**src/rtl/ram_arbiter.sv**
```systemverilog
// Shares one synchronous-read, word-wide RAM between an instruction-fetch port and a
// load/store port with round-robin arbitration; partial-strobe stores become read-modify-write.
module ram_arbiter #(
  parameter int DATA_WIDTH = 32,
  parameter int MEM_DEPTH  = 256,
  localparam int ADDR_WIDTH = $clog2(MEM_DEPTH),
  localparam int STRB_WIDTH = DATA_WIDTH / 8
) (
  input  logic                  clk,
  input  logic                  rst,
  input  logic                  i_req_valid,
  output logic                  i_req_ready,
  input  logic [ADDR_WIDTH-1:0] i_req_addr,
  output logic                  i_rsp_valid,
  output logic [DATA_WIDTH-1:0] i_rsp_data,
  input  logic                  d_req_valid,
  output logic                  d_req_ready,
  input  logic                  d_req_we,
  input  logic [STRB_WIDTH-1:0] d_req_wstrb,
  input  logic [ADDR_WIDTH-1:0] d_req_addr,
  input  logic [DATA_WIDTH-1:0] d_req_wdata,
  output logic                  d_rsp_valid,
  output logic [DATA_WIDTH-1:0] d_rsp_data,
  output logic                  ram_wen,
  output logic                  ram_ren,
  output logic [ADDR_WIDTH-1:0] ram_waddr,
  output logic [ADDR_WIDTH-1:0] ram_raddr,
  output logic [DATA_WIDTH-1:0] ram_wdata,
  input  logic [DATA_WIDTH-1:0] ram_rdata
);

  // Handshake: a request transfers in the cycle where valid & ready are both high;
  // ready is only offered in IDLE and never to both ports at once. Responses are
  // single-cycle pulses with no back-pressure.
  typedef enum logic [1:0] {
    IDLE   = 2'd0,
    RD_RSP = 2'd1,
    RMW_WR = 2'd2,
    ACK    = 2'd3
  } state_t;

  state_t                state;
  state_t                next_state;
  logic                  d_prio;     // 1: d port wins the next contention
  logic                  rsp_to_d;   // owner of the pending read response
  logic [ADDR_WIDTH-1:0] lat_addr;
  logic [DATA_WIDTH-1:0] lat_wdata;
  logic [STRB_WIDTH-1:0] lat_wstrb;
  logic                  grant_i;
  logic                  grant_d;
  logic [DATA_WIDTH-1:0] merged;

  assign i_req_ready = grant_i;
  assign d_req_ready = grant_d;

  always_comb begin
    merged = ram_rdata;
    for (int k = 0; k < STRB_WIDTH; k++) begin
      if (lat_wstrb[k]) begin
        merged[8*k +: 8] = lat_wdata[8*k +: 8];
      end
    end
  end

  always_ff @(posedge clk or posedge rst) begin
    if (rst) begin
      state     <= IDLE;
      d_prio    <= 1'b1;
      rsp_to_d  <= 1'b0;
      lat_addr  <= '0;
      lat_wdata <= '0;
      lat_wstrb <= '0;
    end else begin
      state <= next_state;
      if (grant_i) begin
        d_prio   <= 1'b1;
        rsp_to_d <= 1'b0;
      end
      if (grant_d) begin
        d_prio    <= 1'b0;
        rsp_to_d  <= 1'b1;
        lat_addr  <= d_req_addr;
        lat_wdata <= d_req_wdata;
        lat_wstrb <= d_req_wstrb;
      end
    end
  end

  always_comb begin
    next_state  = state;
    grant_i     = 1'b0;
    grant_d     = 1'b0;
    i_rsp_valid = 1'b0;
    i_rsp_data  = '0;
    d_rsp_valid = 1'b0;
    d_rsp_data  = '0;
    ram_wen     = 1'b0;
    ram_ren     = 1'b0;
    ram_waddr   = '0;
    ram_raddr   = '0;
    ram_wdata   = '0;
    case (state)
      IDLE: begin
        // rst gating keeps ready and RAM strobes low while reset is held
        if (!rst) begin
          grant_d = d_req_valid && (!i_req_valid || d_prio);
          grant_i = i_req_valid && !grant_d;
        end
        if (grant_i) begin
          ram_ren    = 1'b1;
          ram_raddr  = i_req_addr;
          next_state = RD_RSP;
        end else if (grant_d) begin
          if (!d_req_we) begin
            ram_ren    = 1'b1;
            ram_raddr  = d_req_addr;
            next_state = RD_RSP;
          end else if (&d_req_wstrb) begin
            ram_wen    = 1'b1;
            ram_waddr  = d_req_addr;
            ram_wdata  = d_req_wdata;
            next_state = ACK;
          end else if (|d_req_wstrb) begin
            ram_ren    = 1'b1;
            ram_raddr  = d_req_addr;
            next_state = RMW_WR;
          end else begin
            next_state = ACK;
          end
        end
      end
      RD_RSP: begin
        if (rsp_to_d) begin
          d_rsp_valid = 1'b1;
          d_rsp_data  = ram_rdata;
        end else begin
          i_rsp_valid = 1'b1;
          i_rsp_data  = ram_rdata;
        end
        next_state = IDLE;
      end
      RMW_WR: begin
        ram_wen    = 1'b1;
        ram_waddr  = lat_addr;
        ram_wdata  = merged;
        next_state = ACK;
      end
      ACK: begin
        d_rsp_valid = 1'b1;
        next_state  = IDLE;
      end
      default: next_state = IDLE;
    endcase
  end

endmodule

```
**config.mk**
```make
export PLATFORM = sky130hd
export DESIGN_NAME = ram_arbiter
export DESIGN_NICKNAME = d
export VERILOG_FILES = /design/src/rtl/ram_arbiter.sv
export SDC_FILE = /design/constraint.sdc
export NUM_CORES = 1
export LEC_CHECK = 0
export CAP_MARGIN = 10
export CORE_MARGIN = 3
export CORE_UTILIZATION = 30
export DETAILED_ROUTE_END_ITERATION = 7
export GPL_ROUTABILITY_DRIVEN = 0
export PLACE_DENSITY = 0.81
export SLEW_MARGIN = 20
export SYNTH_ARGS = -nofsm -noshare
export SYNTH_HDL_FRONTEND = slang
export SYNTH_SLANG_ARGS = --single-unit
```
**constraint.sdc**
```tcl
create_clock -name clk -period 1.5 [get_ports clk]
set_input_delay 0.15 -clock clk [delete_from_list [all_inputs] [get_ports clk]]
set_output_delay 0.15 -clock clk [all_outputs]
set_load 0.05 [all_outputs]
```
; ---- Yosys cells after proc, flatten, opt, wreduce, memory -nomap -nowiden
; Index checks and enable logic that the tools add are counted.
[classes]
bitwise = 0
add_sub_neg = 0
shift = 0
n_mux = 55
reduce_logical = 10
n_lt_le_gt_ge = 0
div = 0
eq_ne = 4
multipliers = 0
[op_table]
columns = op, n
row1 = $mux W32, 8
row2 = $mux W8, 14
row3 = $pmux W32 S2, 1
row4 = $mux W1, 25
row5 = $pmux W8 S2, 1
row6 = $mux W2, 3
row7 = $pmux W2 S3, 1
row8 = $eq A2 B2 Y1 const B, 2
row9 = $pmux W1 S2, 2
row10 = $reduce_and A4 Y1, 1
row11 = $reduce_or A4 Y1, 1
row12 = $ne A3 B3 Y1 const B, 1
row13 = $eq A2 B1 Y1 const B, 1
row14 = $logic_and A1 B1 Y1, 2
row15 = $logic_not A1 Y1, 2
row16 = $logic_not A2 Y1, 1
row17 = $reduce_bool A2 Y1, 1
row18 = $reduce_or A2 Y1, 1
row19 = $logic_or A1 B1 Y1, 1
[word_totals]
wordCells = 75
rom_bits = 0
ram_bits = 0
ff_bits = 48
input_bits = 89
latchBits = 0
output_inout_bits = 118
mem_count = 0

; ---- Logic depth before layout (Yosys ltp)
; Gate-level depths: netlist of run 1.
[depth]
word_depth = 10
ltp_mapped = 7
depth_no_buf = 4

; ---- Worst setup path after synthesis of run 1
; OpenSTA, ideal clock, no wires.
[synth_path]
path_kind = reg-to-output
startpoint = reg state[0]
endpoint = out i_rsp_data[22]
slack_ns = -0.516
arrival_time_ns = 1.866
path_stages_with_launch = 5
path_buffers = 2
t_required_ns = 1.350
path_cell_list = dfrtp_1 buf_2 nor3b_2 clkbuf_1 and2_1
[synth_between]
elab_chain_cells = 2
[synth_rtl]
columns = element, line
row1 = start: declaration, 42  ; state_t state;
row2 = start signal: assignment, 74  ; state <= next_state;
row3 = $eq A2 B1 Y1, 102  ; case (state)
row4 = $mux W32, 102
row5 = end: declaration, 15  ; output logic [DATA_WIDTH-1:0] i_rsp_data,
; Every way passes these cells.

; ---- Worst setup path after layout of run 1
[layout_path]
startpoint = reg state[1]
endpoint = out ram_wdata[17]
[layout_between]
elab_chain_cells = 2
word_cells_on_any_way = 3
classes_between = eq/ne (1) / mux (1) / reduce/logical (1)
[layout_rtl]
columns = element, line
row1 = $eq A2 B2 Y1 or $logic_not A2 Y1 (tied branches), 102
row2 = $pmux W32 S2 *, 102
row3 = end: declaration, 28  ; output logic [DATA_WIDTH-1:0] ram_wdata,
; Mark *: on every way between the ends. The rest lies on a longest branch, timed or not.

==> insert_results.sql, run 1 <==
INSERT INTO impl_metrics (metric_group, metric, value, unit) VALUES
('timing', 'period_minus_slack', '1.99', 'ns'),
('critical_path', 'cp-end-kind', 'output pin', ''),
('finish', 'final_common_cell', 'sky130_fd_sc_hd__buf_12', ''),
('finish', 'drive_above_1_share', '73.0', '%'),
('global_route', 'antenna_violations_before_repair', '0', ''),
('logic_synthesis', 'share_of_the_yosys_chip_area_belonging_to_registers', '36.5', '%'),
('logic_synthesis', 'synth_edf_count', '0', ''),
('critical_path', 'timing_worst_setup_path_type', 'reg -> out', ''),
('cts', 'cts.clk_slew.worst_paths', '0.10', 'ns'),
('logic_synthesis', 'postSynthAreaPerCell', '11.2', 'sq um'),
('global_route', 'global_route.usage.met2', '42.5', '%'),
('timing', 'maxSlewViolCount', '0', ''),
('cts', 'clock_tree_buffer_depth', '2', ''),
('drt', 'drc', '0', ''),
('cts', 'cts.root.buffer_cell', 'sky130_fd_sc_hd__clkbuf_8', ''),
('floorplanning', 'design.core.area', '10500', 'sq um'),
('drt', 'vias', '3647', ''),
('power', 'power.leakage', '0.00359', 'uW'),
('global_route', 'global_route.usage.total', '22.9', '%'),
('cts', 'insertion_delay', '0.31', 'ns'),
('global_route', 'global_route_wire_length_before_repair', '22.5', 'mm'),
('drt', 'dr.first_iter.drc_count', '143', ''),
('critical_path', 'setup.worst_path.start_class', 'flop', ''),
('power', 'irDropWorstVdd', '0.00105', 'V'),
('place', 'place_area', '7080', 'sq um'),
('global_route', 'grt_busiest_layer', 'met2', ''),
('timing', 'rel_slew_slack', '69.6', '%'),
('critical_path', 'worst-endpoint-required', '1.35', 'ns'),
('logic_synthesis', 'postSynth.asyncResetShare', '100', '%'),
('logic_synthesis', 'syn-num-nets', '383', ''),
('timing', 'timing_worst_slew_pin_value', '0.455', 'ns'),
('cts', 'cts_buffers', '5', ''),
('finish', 'diodes', '0', ''),
('logic_synthesis', 'synth.ff_latch_count', '48', ''),
('place', 'place_hpwl', '9.82', 'mm'),
('cts', 'cts_max_level', '2', ''),
('finish', 'fin_util', '76.2', '%'),
('global_route', 'grt_pass1_vias', '3972', ''),
('timing', 'postLayoutSetupSlackWorst', '-0.491', 'ns'),
('floorplanning', 'dieWidth', '111', 'um'),
('outcome', 'violations', 'negative setup slack', ''),
('global_route', 'grtUsageMet3', '6.71', '%'),
('place', 'io_buffers', '206', ''),
('cts', 'cts_sinks', '48', ''),
('drt', 'routed_wl', '15.6', 'mm'),
('power', 'pwr_per_cell_area', '1770', 'nW/um^2'),
('timing', 'layout_worst_path_cycle_share', '133', '%'),
('finish', 'fin_nets', '639', ''),
('timing', 'finalSetupViolCount', '155', ''),
('finish', 'n_fill_cell', '627', ''),
('floorplanning', 'num_rows', '37', ''),
('global_route', 'grt_overflow_total', '0', ''),
('floorplanning', 'io_pins', '207', ''),
('floorplanning', 'initial_core_util', '31.3', '%'),
('cts', 'tritoncts', 'yes', ''),
('timing', 'rsz0062_at_grt', 'yes', ''),
('logic_synthesis', 'ys.warnings.count', '0', ''),
('drt', 'drt_pre_antenna_iters', '4', ''),
('floorplanning', 'die_footprint', '12300', 'sq um'),
('min_path', 'hp-class', 'in -> async', ''),
('critical_path', 'cp_max_fo', '8', ''),
('global_route', 'grt_max_degree', '30', ''),
('outcome', 'outcome', 'complete, but fails checks', ''),
('global_route', 'met1_usage', '25.3', '%'),
('drt', 'antenna_left', '0', ''),
('logic_synthesis', 'synthDistinctLibCells', '31', ''),
('logic_synthesis', 'synth_area', '3290', 'sq um'),
('critical_path', 'arrival', '1.84', 'ns'),
('timing', 'clock_skew', '0.00947', 'ns'),
('logic_synthesis', 'netlist_instances', '294', ''),
('drt', 'post_drt_via_cell_ratio', '5.31', ''),
('finish', 'area_growth_syn_to_layout', '143', '%'),
('finish', 'design_area_final', '8000', 'sq um'),
('finish', 'commonest_cells_after_routing_fill_and_taps_aside', '128 x sky130_fd_sc_hd__buf_12, 84 x sky130_fd_sc_hd__clkdlybuf4s50_1, 55 x sky130_fd_sc_hd__and2_4', ''),
('place', 'dp_slack', '-0.635', 'ns'),
('timing', 'hold_violations', '0', ''),
('drt', 'post_drt_wl_per_cell', '22.6', 'um'),
('timing', 'worst_hold_slack', '0.241', 'ns'),
('floorplanning', 'fp.dieH', '111', 'um'),
('job', 'cap_viol_max_count', '0', ''),
('logic_synthesis', 'synthFlopType', 'sky130_fd_sc_hd__dfrtp_1', ''),
('timing', 'maxClockFrequency', '502', 'MHz');
[report_power, final]
part	total, uW	switching (uW)	internal (uW)
clock	832	462	370
combinational	10800	5000	5780
sequential	2520	558	1960
[per-layer routing]
metal  routed length [um]  vias up
met1                 6060     1839
met4                  192        0
met3                 1080       15
li1                     -     1628
met5                    0        -
met2                 8220      165
[layout make-up]
class                   count  area (sq um)  area share (%)
repair buffers            276          4170            52.2
multi-input cells         215          2340            29.2
flip-flops and latches     48          1200            15.0
well taps                 136           170            2.13
clock buffers               6          82.6            1.03
inverters                   4          22.5           0.281
clock inverters             2          10.0           0.125
[per-stage QoR]
step	setup TNS (ns)	total power, uW	instances
2_1_floorplan	-4.48	7450	294
3_3_place_gp	-39.71	11600	638
3_5_place_dp	-42.11	11800	638
4_1_cts	-56.43	13500	670
5_1_grt	-66.18	14700	687
6_report	-55.48	14100	687
[path summary, 6_finish.rpt]
| kind | start | end | slack [ns] | depth (start not counted) |
|---|---|---|---|---|
| worst min-delay path | rst | lat_wstrb[0] | 0.24 | 3 |
| worst min register to register | lat_wdata[24] | lat_wdata[24] | 0.51 | 1 |
| min in group clk | d_req_wstrb[3] | lat_wstrb[3] | 0.34 | 2 |
| worst max-delay path | state[1] | ram_wdata[17] | -0.49 | 8 |
| worst max register to register | state[1] | lat_wdata[14] | -0.36 | 9 |
| max in group asynchronous | rst | lat_wdata[17] | 0.98 | 3 |
[registers in the layout, summed over array words and instances, names as in the netlist]
register   count
lat_wstrb      4
rsp_to_d       1
d_prio         1
lat_addr       8
lat_wdata     32
state          2
[critical path, stage by stage (launching register included)]
cell and delay (ns):
sky130_fd_sc_hd__dfrtp_1 0.40, sky130_fd_sc_hd__buf_4 0.18, sky130_fd_sc_hd__nor2_4 0.12, sky130_fd_sc_hd__nand3_4 0.11, sky130_fd_sc_hd__inv_8 0.08, sky130_fd_sc_hd__buf_12 0.14, sky130_fd_sc_hd__clkbuf_16 0.17, sky130_fd_sc_hd__a32o_2 0.19
sky130_fd_sc_hd__buf_12 0.14
[cells in the mapped netlist, types with 3 or more instances]
master	count	area [sq um]
sky130_fd_sc_hd__a32o_1	48	480
sky130_fd_sc_hd__and2_1	64	400
sky130_fd_sc_hd__buf_1	4	15.0
sky130_fd_sc_hd__buf_2	14	70.1
sky130_fd_sc_hd__buf_4	3	22.5
sky130_fd_sc_hd__clkbuf_1	7	26.3
sky130_fd_sc_hd__dfrtp_1	47	1180
sky130_fd_sc_hd__inv_1	3	11.3
sky130_fd_sc_hd__mux2_2	76	856
[kinds of logic (layout without fill, tap and decap cells)]
logic type | Yosys count | after routing | share of synthesized area, %
AO/OA/AOI/OAI | 58 | 58 | 16.6
flip-flops | 48 | 48 | 36.5
AND/OR/NAND/NOR | 78 | 81 | 15.7
buffers and inverters | 34 | 288 | 5.21
multiplexers | 76 | 76 | 26.0
[timing repair]
item,in CTS,in global routing
setup buffers,15,15
setup endpoints to repair,155,161
resized for setup,82,47
pin swaps,13,14
hold buffers,0,0
cloned,9,8
hold endpoints to repair,0,0
No activity file was read; power rests on OpenSTA's default activity.
==> run 2, diff against run 1 <==
--- a/config.mk
+++ b/config.mk
@@ -10,7 +10,8 @@
 export CORE_UTILIZATION = 30
 export DETAILED_ROUTE_END_ITERATION = 7
 export GPL_ROUTABILITY_DRIVEN = 0
-export PLACE_DENSITY = 0.81
+export PLACE_DENSITY = 0.79
+export REMOVE_ABC_BUFFERS = 1
 export SLEW_MARGIN = 20
 export SYNTH_ARGS = -nofsm -noshare
 export SYNTH_HDL_FRONTEND = slang
==> constraint.sdc (replaced) <==
create_clock -name clk -period 1.99 [get_ports clk]
set_input_delay 0.199 -clock clk [delete_from_list [all_inputs] [get_ports clk]]
set_output_delay 0.199 -clock clk [all_outputs]
set_load 0.05 [all_outputs]
==> run 2 against run 1 <==
Against the previous run: power shrank 34%; final area is 12% lower; global-route usage fell by 3.4 points; critical endpoint is now ram_wdata[22]; the flow now finishes without violations.
==> insert_results.sql, run 2 (synthesis gave the netlist of run 1 again) <==
INSERT INTO impl_metrics (metric_group, metric, value, unit) VALUES
('timing', 'layout_worst_path_cycle_share', '98.3', '%'),
('timing', 'maxClockFrequency', '511', 'MHz'),
('min_path', 'hp-class', 'in -> async', ''),
('cts', 'insertion_delay', '0.30', 'ns'),
('timing', 'clock_skew', '0.00747', 'ns'),
('global_route', 'global_route.usage.total', '19.5', '%'),
('drt', 'drt_pre_antenna_iters', '4', ''),
('place', 'place_area', '6780', 'sq um'),
('finish', 'largest_register_ff_count', '32', ''),
('floorplanning', 'design.core.area', '10500', 'sq um'),
('cts', 'clock_tree_buffer_depth', '2', ''),
('place', 'place_hpwl', '9.34', 'mm'),
('floorplanning', 'initial_core_util', '31.3', '%'),
('finish', 'commonest_cells_after_routing_fill_and_taps_aside', '122 x sky130_fd_sc_hd__buf_12, 84 x sky130_fd_sc_hd__clkdlybuf4s50_1, 76 x sky130_fd_sc_hd__mux2_2', ''),
('global_route', 'antenna_violations_before_repair', '1', ''),
('timing', 'rsz0062_at_grt', 'yes', ''),
('critical_path', 'setup.worst_path.start_class', 'flop', ''),
('critical_path', 'arrival', '1.76', 'ns'),
('drt', 'post_drt_wl_per_cell', '19.5', 'um'),
('power', 'pwr_per_cell_area', '1320', 'nW/um^2'),
('drt', 'post_drt_via_cell_ratio', '5.11', ''),
('drt', 'drc', '0', ''),
('power', 'totalPowerFinal', '9300', 'uW'),
('global_route', 'grt_overflow_total', '0', ''),
('global_route', 'grt_pass1_vias', '3655', ''),
('finish', 'design_area_final', '7070', 'sq um'),
('floorplanning', 'fp.dieH', '111', 'um'),
('drt', 'antenna_left', '0', ''),
('power', 'irDropWorstVdd', '0.000682', 'V'),
('global_route', 'grt_max_degree', '34', ''),
('timing', 'hold_violations', '0', ''),
('cts', 'tritoncts', 'yes', ''),
('timing', 'finalSetupViolCount', '0', ''),
('outcome', 'outcome', 'complete, no violations', ''),
('critical_path', 'worst-endpoint-required', '1.79', 'ns'),
('finish', 'fin_nets', '593', ''),
('timing', 'rel_slew_slack', '71.4', '%'),
('finish', 'fin_util', '67.2', '%'),
('finish', 'final_common_cell', 'sky130_fd_sc_hd__buf_12', ''),
('critical_path', 'cp_max_fo', '29', ''),
('global_route', 'global_route_wire_length_before_repair', '19.7', 'mm'),
('cts', 'cts_buffers', '5', ''),
('finish', 'drive_above_1_share', '56.8', '%'),
('cts', 'cts_max_level', '2', ''),
('place', 'io_buffers', '206', ''),
('floorplanning', 'dieWidth', '111', 'um'),
('floorplanning', 'io_pins', '207', ''),
('job', 'cap_viol_max_count', '0', ''),
('timing', 'maxSlewViolCount', '0', ''),
('place', 'dp_slack', '-0.0907', 'ns'),
('cts', 'cts_sinks', '48', ''),
('finish', 'area_growth_syn_to_layout', '115', '%'),
('drt', 'dr.first_iter.drc_count', '150', ''),
('floorplanning', 'num_rows', '37', ''),
('drt', 'vias', '3281', ''),
('power', 'power.leakage', '0.00310', 'uW'),
('timing', 'postLayoutSetupSlackWorst', '0.0332', 'ns'),
('finish', 'largest_register', 'lat_wdata', ''),
('timing', 'timing_worst_slew_pin_value', '0.429', 'ns'),
('critical_path', 'cp-end-kind', 'output pin', ''),
('cts', 'cts.clk_slew.worst_paths', '0.09', 'ns'),
('drt', 'routed_wl', '12.5', 'mm'),
('floorplanning', 'die_footprint', '12300', 'sq um'),
('finish', 'reg_top3', 'lat_wdata (32), lat_addr (8), lat_wstrb (4)', ''),
('timing', 'period_minus_slack', '1.96', 'ns'),
('critical_path', 'timing_worst_setup_path_type', 'reg -> out', ''),
('cts', 'cts.root.buffer_cell', 'sky130_fd_sc_hd__clkbuf_8', '');
run 2: final timing paths:
| path | startpoint | endpoint | slack [ns] | cells after the start |
|---|---|---|---|---|
| worst max-delay path | d_prio | ram_wdata[22] | 0.03 | 6 |
| worst min-delay path | rst | rsp_to_d | 0.23 | 3 |
| worst max register to register | d_prio | lat_wdata[24] | 0.21 | 6 |
| worst min register to register | lat_wdata[0] | lat_wdata[0] | 0.51 | 1 |
| max in group asynchronous | rst | d_prio | 1.17 | 4 |
| min in group clk | d_req_wstrb[0] | lat_wstrb[0] | 0.25 | 2 |
run 2: area by class of cell:
class	count	area [sq um]
repair buffers	233	3560
fillers	761	3440
multi-input cells	212	2020
flip-flops and latches	48	1200
well taps	136	170
clock buffers	8	90.1
inverters	4	20.0
diodes	1	2.50
run 2: critical path: stages, from the launching register on:
cell and delay, ns:
sky130_fd_sc_hd__dfstp_2 0.55, sky130_fd_sc_hd__nand2b_4 0.14, sky130_fd_sc_hd__nand3_4 0.09, sky130_fd_sc_hd__inv_6 0.11
sky130_fd_sc_hd__buf_12 0.18, sky130_fd_sc_hd__a32o_2 0.23, sky130_fd_sc_hd__buf_12 0.14
run 2: report_power, final:
part / switching [uW] / total (uW) / internal [uW] / leakage (uW)
logic: 3330 / 6780 / 3450 / 0.00249
registers: 435 / 1910 / 1480 / 0.000568
clock network: 319 / 604 / 284 / 0.0000455
total: 4080 / 9300 / 5210 / 0.00310
run 2: through the flow:
| stage | setup TNS (ns) | hold WS [ns] | std cells |
|---|---|---|---|
| 5_1_grt | -0.728 | 0.241 | 642 |
| 3_3_place_gp | -1.19 | 0.483 | 629 |
| 2_1_floorplan | -77.45 | 0.349 | 264 |
| 3_5_place_dp | -2.53 | 0.491 | 629 |
| 4_1_cts | -0.00996 | 0.231 | 640 |
| 6_report | 0 | 0.234 | 642 |
run 2: what timing repair did:
action | 4_1_cts | 5_1_grt
cloned | 2 | 1
gates resized for setup | 53 | 14
setup buffers | 1 | 0
hold buffers | 0 | 0
endpoints found under the setup margin | 90 | 69
pin swaps | 0 | 28
run 2: routing by layer:
| metal | track usage, % | vias up | part of all wire (%) |
|---|---|---|---|
| li1 | - | 1528 | - |
| met4 | 3.45 | 0 | 0.74 |
| met3 | 4.75 | 7 | 6.4 |
| met1 | 22.5 | 1622 | 39 |
| met2 | 36.5 | 124 | 53 |
| met5 | 0 | - | 0 |
==> run 3, diff against run 2 <==
--- a/config.mk
+++ b/config.mk
@@ -16,3 +16,4 @@
 export SYNTH_ARGS = -nofsm -noshare
 export SYNTH_HDL_FRONTEND = slang
 export SYNTH_SLANG_ARGS = --single-unit
+export TNS_END_PERCENT = 1
==> run 3 against run 2 <==
Against the previous run: first-iteration DRC count shrank 10%; clock skew is essentially flat; sequential power is essentially flat; highest routed layer unchanged; critical path depth is the same; hold slack gained 0.0048 ns; clock power shrank 1%; final cell count shrank 0.16%; die area is the same; via count grew 0.91%; sequential share of layout area grew 0.061 points; critical path type unchanged; final area shrank 0.35%.
==> insert_results.sql, run 3 (synthesis gave the netlist of run 1 again) <==
INSERT INTO impl_metrics (metric_group, metric, value, unit) VALUES
('floorplanning', 'design.core.area', '10500', 'sq um'),
('timing', 'rel_slew_slack', '71.6', '%'),
('drt', 'post_drt_wl_per_cell', '19.4', 'um'),
('timing', 'maxSlewViolCount', '0', ''),
('global_route', 'global_route_wire_length_before_repair', '19.7', 'mm'),
('cts', 'cts.clk_slew.worst_paths', '0.08', 'ns'),
('timing', 'hold_violations', '0', ''),
('power', 'pwr_per_cell_area', '1320', 'nW/um^2'),
('finish', 'fin_nets', '592', ''),
('cts', 'cts_sinks', '48', ''),
('timing', 'maxClockFrequency', '513', 'MHz'),
('floorplanning', 'die_footprint', '12300', 'sq um'),
('floorplanning', 'initial_core_util', '31.3', '%'),
('finish', 'largest_register', 'lat_wdata', ''),
('critical_path', 'cp-end-kind', 'output pin', ''),
('critical_path', 'critical_path.top_delay_family', 'buffers and inverters', ''),
('floorplanning', 'num_rows', '37', ''),
('finish', 'commonest_cells_after_routing_fill_and_taps_aside', '122 x sky130_fd_sc_hd__buf_12, 84 x sky130_fd_sc_hd__clkdlybuf4s50_1, 76 x sky130_fd_sc_hd__mux2_2', ''),
('finish', 'reg_top3', 'lat_wdata (32), lat_addr (8), lat_wstrb (4)', ''),
('critical_path', 'critical_path.n_buffers_inverters', '4', ''),
('drt', 'dr.first_iter.drc_count', '135', ''),
('critical_path', 'setup.worst_path.start', 'd_prio', ''),
('cts', 'cts_buffers', '5', ''),
('outcome', 'outcome', 'complete, no violations', ''),
('timing', 'period_minus_slack', '1.95', 'ns'),
('power', 'power.leakage', '0.00309', 'uW'),
('drt', 'vias', '3311', ''),
('critical_path', 'cp_max_fo', '16', ''),
('place', 'placed_cells_incl_taps', '629', ''),
('critical_path', 'setup.worst_path.start_class', 'flop', ''),
('power', 'irDropWorstVdd', '0.000681', 'V'),
('timing', 'finalSetupViolCount', '0', ''),
('timing', 'clock_skew', '0.00721', 'ns'),
('finish', 'final_common_cell', 'sky130_fd_sc_hd__buf_12', ''),
('cts', 'tritoncts', 'yes', ''),
('critical_path', 'arrival', '1.75', 'ns'),
('drt', 'drt_pre_antenna_iters', '4', ''),
('drt', 'drc', '0', ''),
('critical_path', 'max_stage_delay', '0.55', 'ns'),
('cts', 'cts_max_level', '2', ''),
('place', 'place_hpwl', '9.34', 'mm'),
('global_route', 'grt_pass1_vias', '3652', ''),
('cts', 'insertion_delay', '0.29', 'ns'),
('cts', 'cts.root.buffer_cell', 'sky130_fd_sc_hd__clkbuf_8', ''),
('drt', 'post_drt_via_cell_ratio', '5.17', ''),
('global_route', 'global_route.usage.total', '19.5', '%'),
('timing', 'timing_worst_slew_pin_value', '0.426', 'ns'),
('critical_path', 'reg_to_reg_critical_path_startpoint', 'd_prio', ''),
('job', 'cap_viol_max_count', '0', ''),
('global_route', 'antenna_violations_before_repair', '1', ''),
('finish', 'largest_register_ff_count', '32', ''),
('finish', 'area_growth_syn_to_layout', '114', '%'),
('finish', 'post_layout_nonfiller_instances', '641', ''),
('cts', 'cts.hold.buffers_added', '0', ''),
('critical_path', 'crit_path_top_delay_cell', 'sky130_fd_sc_hd__dfstp_2', ''),
('drt', 'routed_wl', '12.4', 'mm'),
('timing', 'layout_worst_path_cycle_share', '98.0', '%'),
('floorplanning', 'fp.dieH', '111', 'um'),
('place', 'io_buffers', '206', ''),
('global_route', 'grt_max_degree', '34', ''),
('timing', 'rsz0062_at_grt', 'yes', ''),
('floorplanning', 'io_pins', '207', ''),
('critical_path', 'worst-endpoint-required', '1.79', 'ns'),
('critical_path', 'timing_worst_setup_path_type', 'reg -> out', ''),
('min_path', 'hp-class', 'in -> async', ''),
('cts', 'clock_tree_buffer_depth', '2', ''),
('finish', 'drive_above_1_share', '56.7', '%'),
('global_route', 'grt_overflow_total', '0', ''),
('floorplanning', 'dieWidth', '111', 'um'),
('drt', 'antenna_left', '0', ''),
('critical_path', 'cp_cell_sequence', 'nand2b_4 > nand3_4 > inv_6 > bufbuf_16 > buf_4 > buf_12', ''),
('timing', 'setup_total_negative_slack', '0', 'ns');
[run 3: report_power, final]
group / switching, uW / internal (uW)
sequential: 433 / 1480
clock: 313 / 284
combinational: 3330 / 3450
total: 4080 / 5210
[run 3: per-stage QoR]
| step | area [sq um] | hold WS [ns] | setup slack, ns | utilization (%) | total power (uW) |
|---|---|---|---|---|---|
| detailed placement | 6780 | 0.491 | -0.0907 | 64.6 | 8610 |
| finish | 7040 | 0.238 | 0.0402 | 67.0 | 9290 |
| global placement | 6780 | 0.483 | -0.0486 | 64.6 | 8450 |
| CTS | 7000 | 0.231 | -0.00823 | 66.6 | 9350 |
| floorplan | 3140 | 0.349 | -0.686 | - | 5290 |
| global route | 7040 | 0.241 | -0.0430 | 67.0 | 9690 |
[run 3: per-layer routing]
metal  GRT usage (%)  wire length, um  vias up
met2            36.5             6610      134
met4            3.86              122        0
met3            4.42              874        9
li1                -                -     1534
met1            22.6             4810     1634
met5               0                0        -
[run 3: repair_timing]
item,CTS,global route
endpoints found under the setup margin,90,69
setup buffers,1,0
resized for setup,49,18
gates cloned,2,0
pin swaps,0,29
[run 3: worst min-delay path, delay by kind of cell]
family	cells	cell delay, ns
buf+inv	3	0.68
[run 3: path summary, 6_finish.rpt]
path | to | slack (ns) | cells after the start
max | d_req_ready | 0.04 | 6
min | rsp_to_d | 0.24 | 3
max reg2reg | lat_wdata[24] | 0.21 | 6
min reg2reg | lat_wdata[28] | 0.51 | 1
max in group asynchronous | d_prio | 1.16 | 4
min in group clk | lat_wstrb[0] | 0.25 | 2
[run 3: layout make-up]
cell class | count | area, sq um
tap | 136 | 170
antenna | 1 | 2.50
clock buffer | 8 | 90.1
timing repair buffer | 232 | 3540
fill | 764 | 3470
sequential | 48 | 1200
inverter | 4 | 20.0
multi-input combinational | 212 | 2020
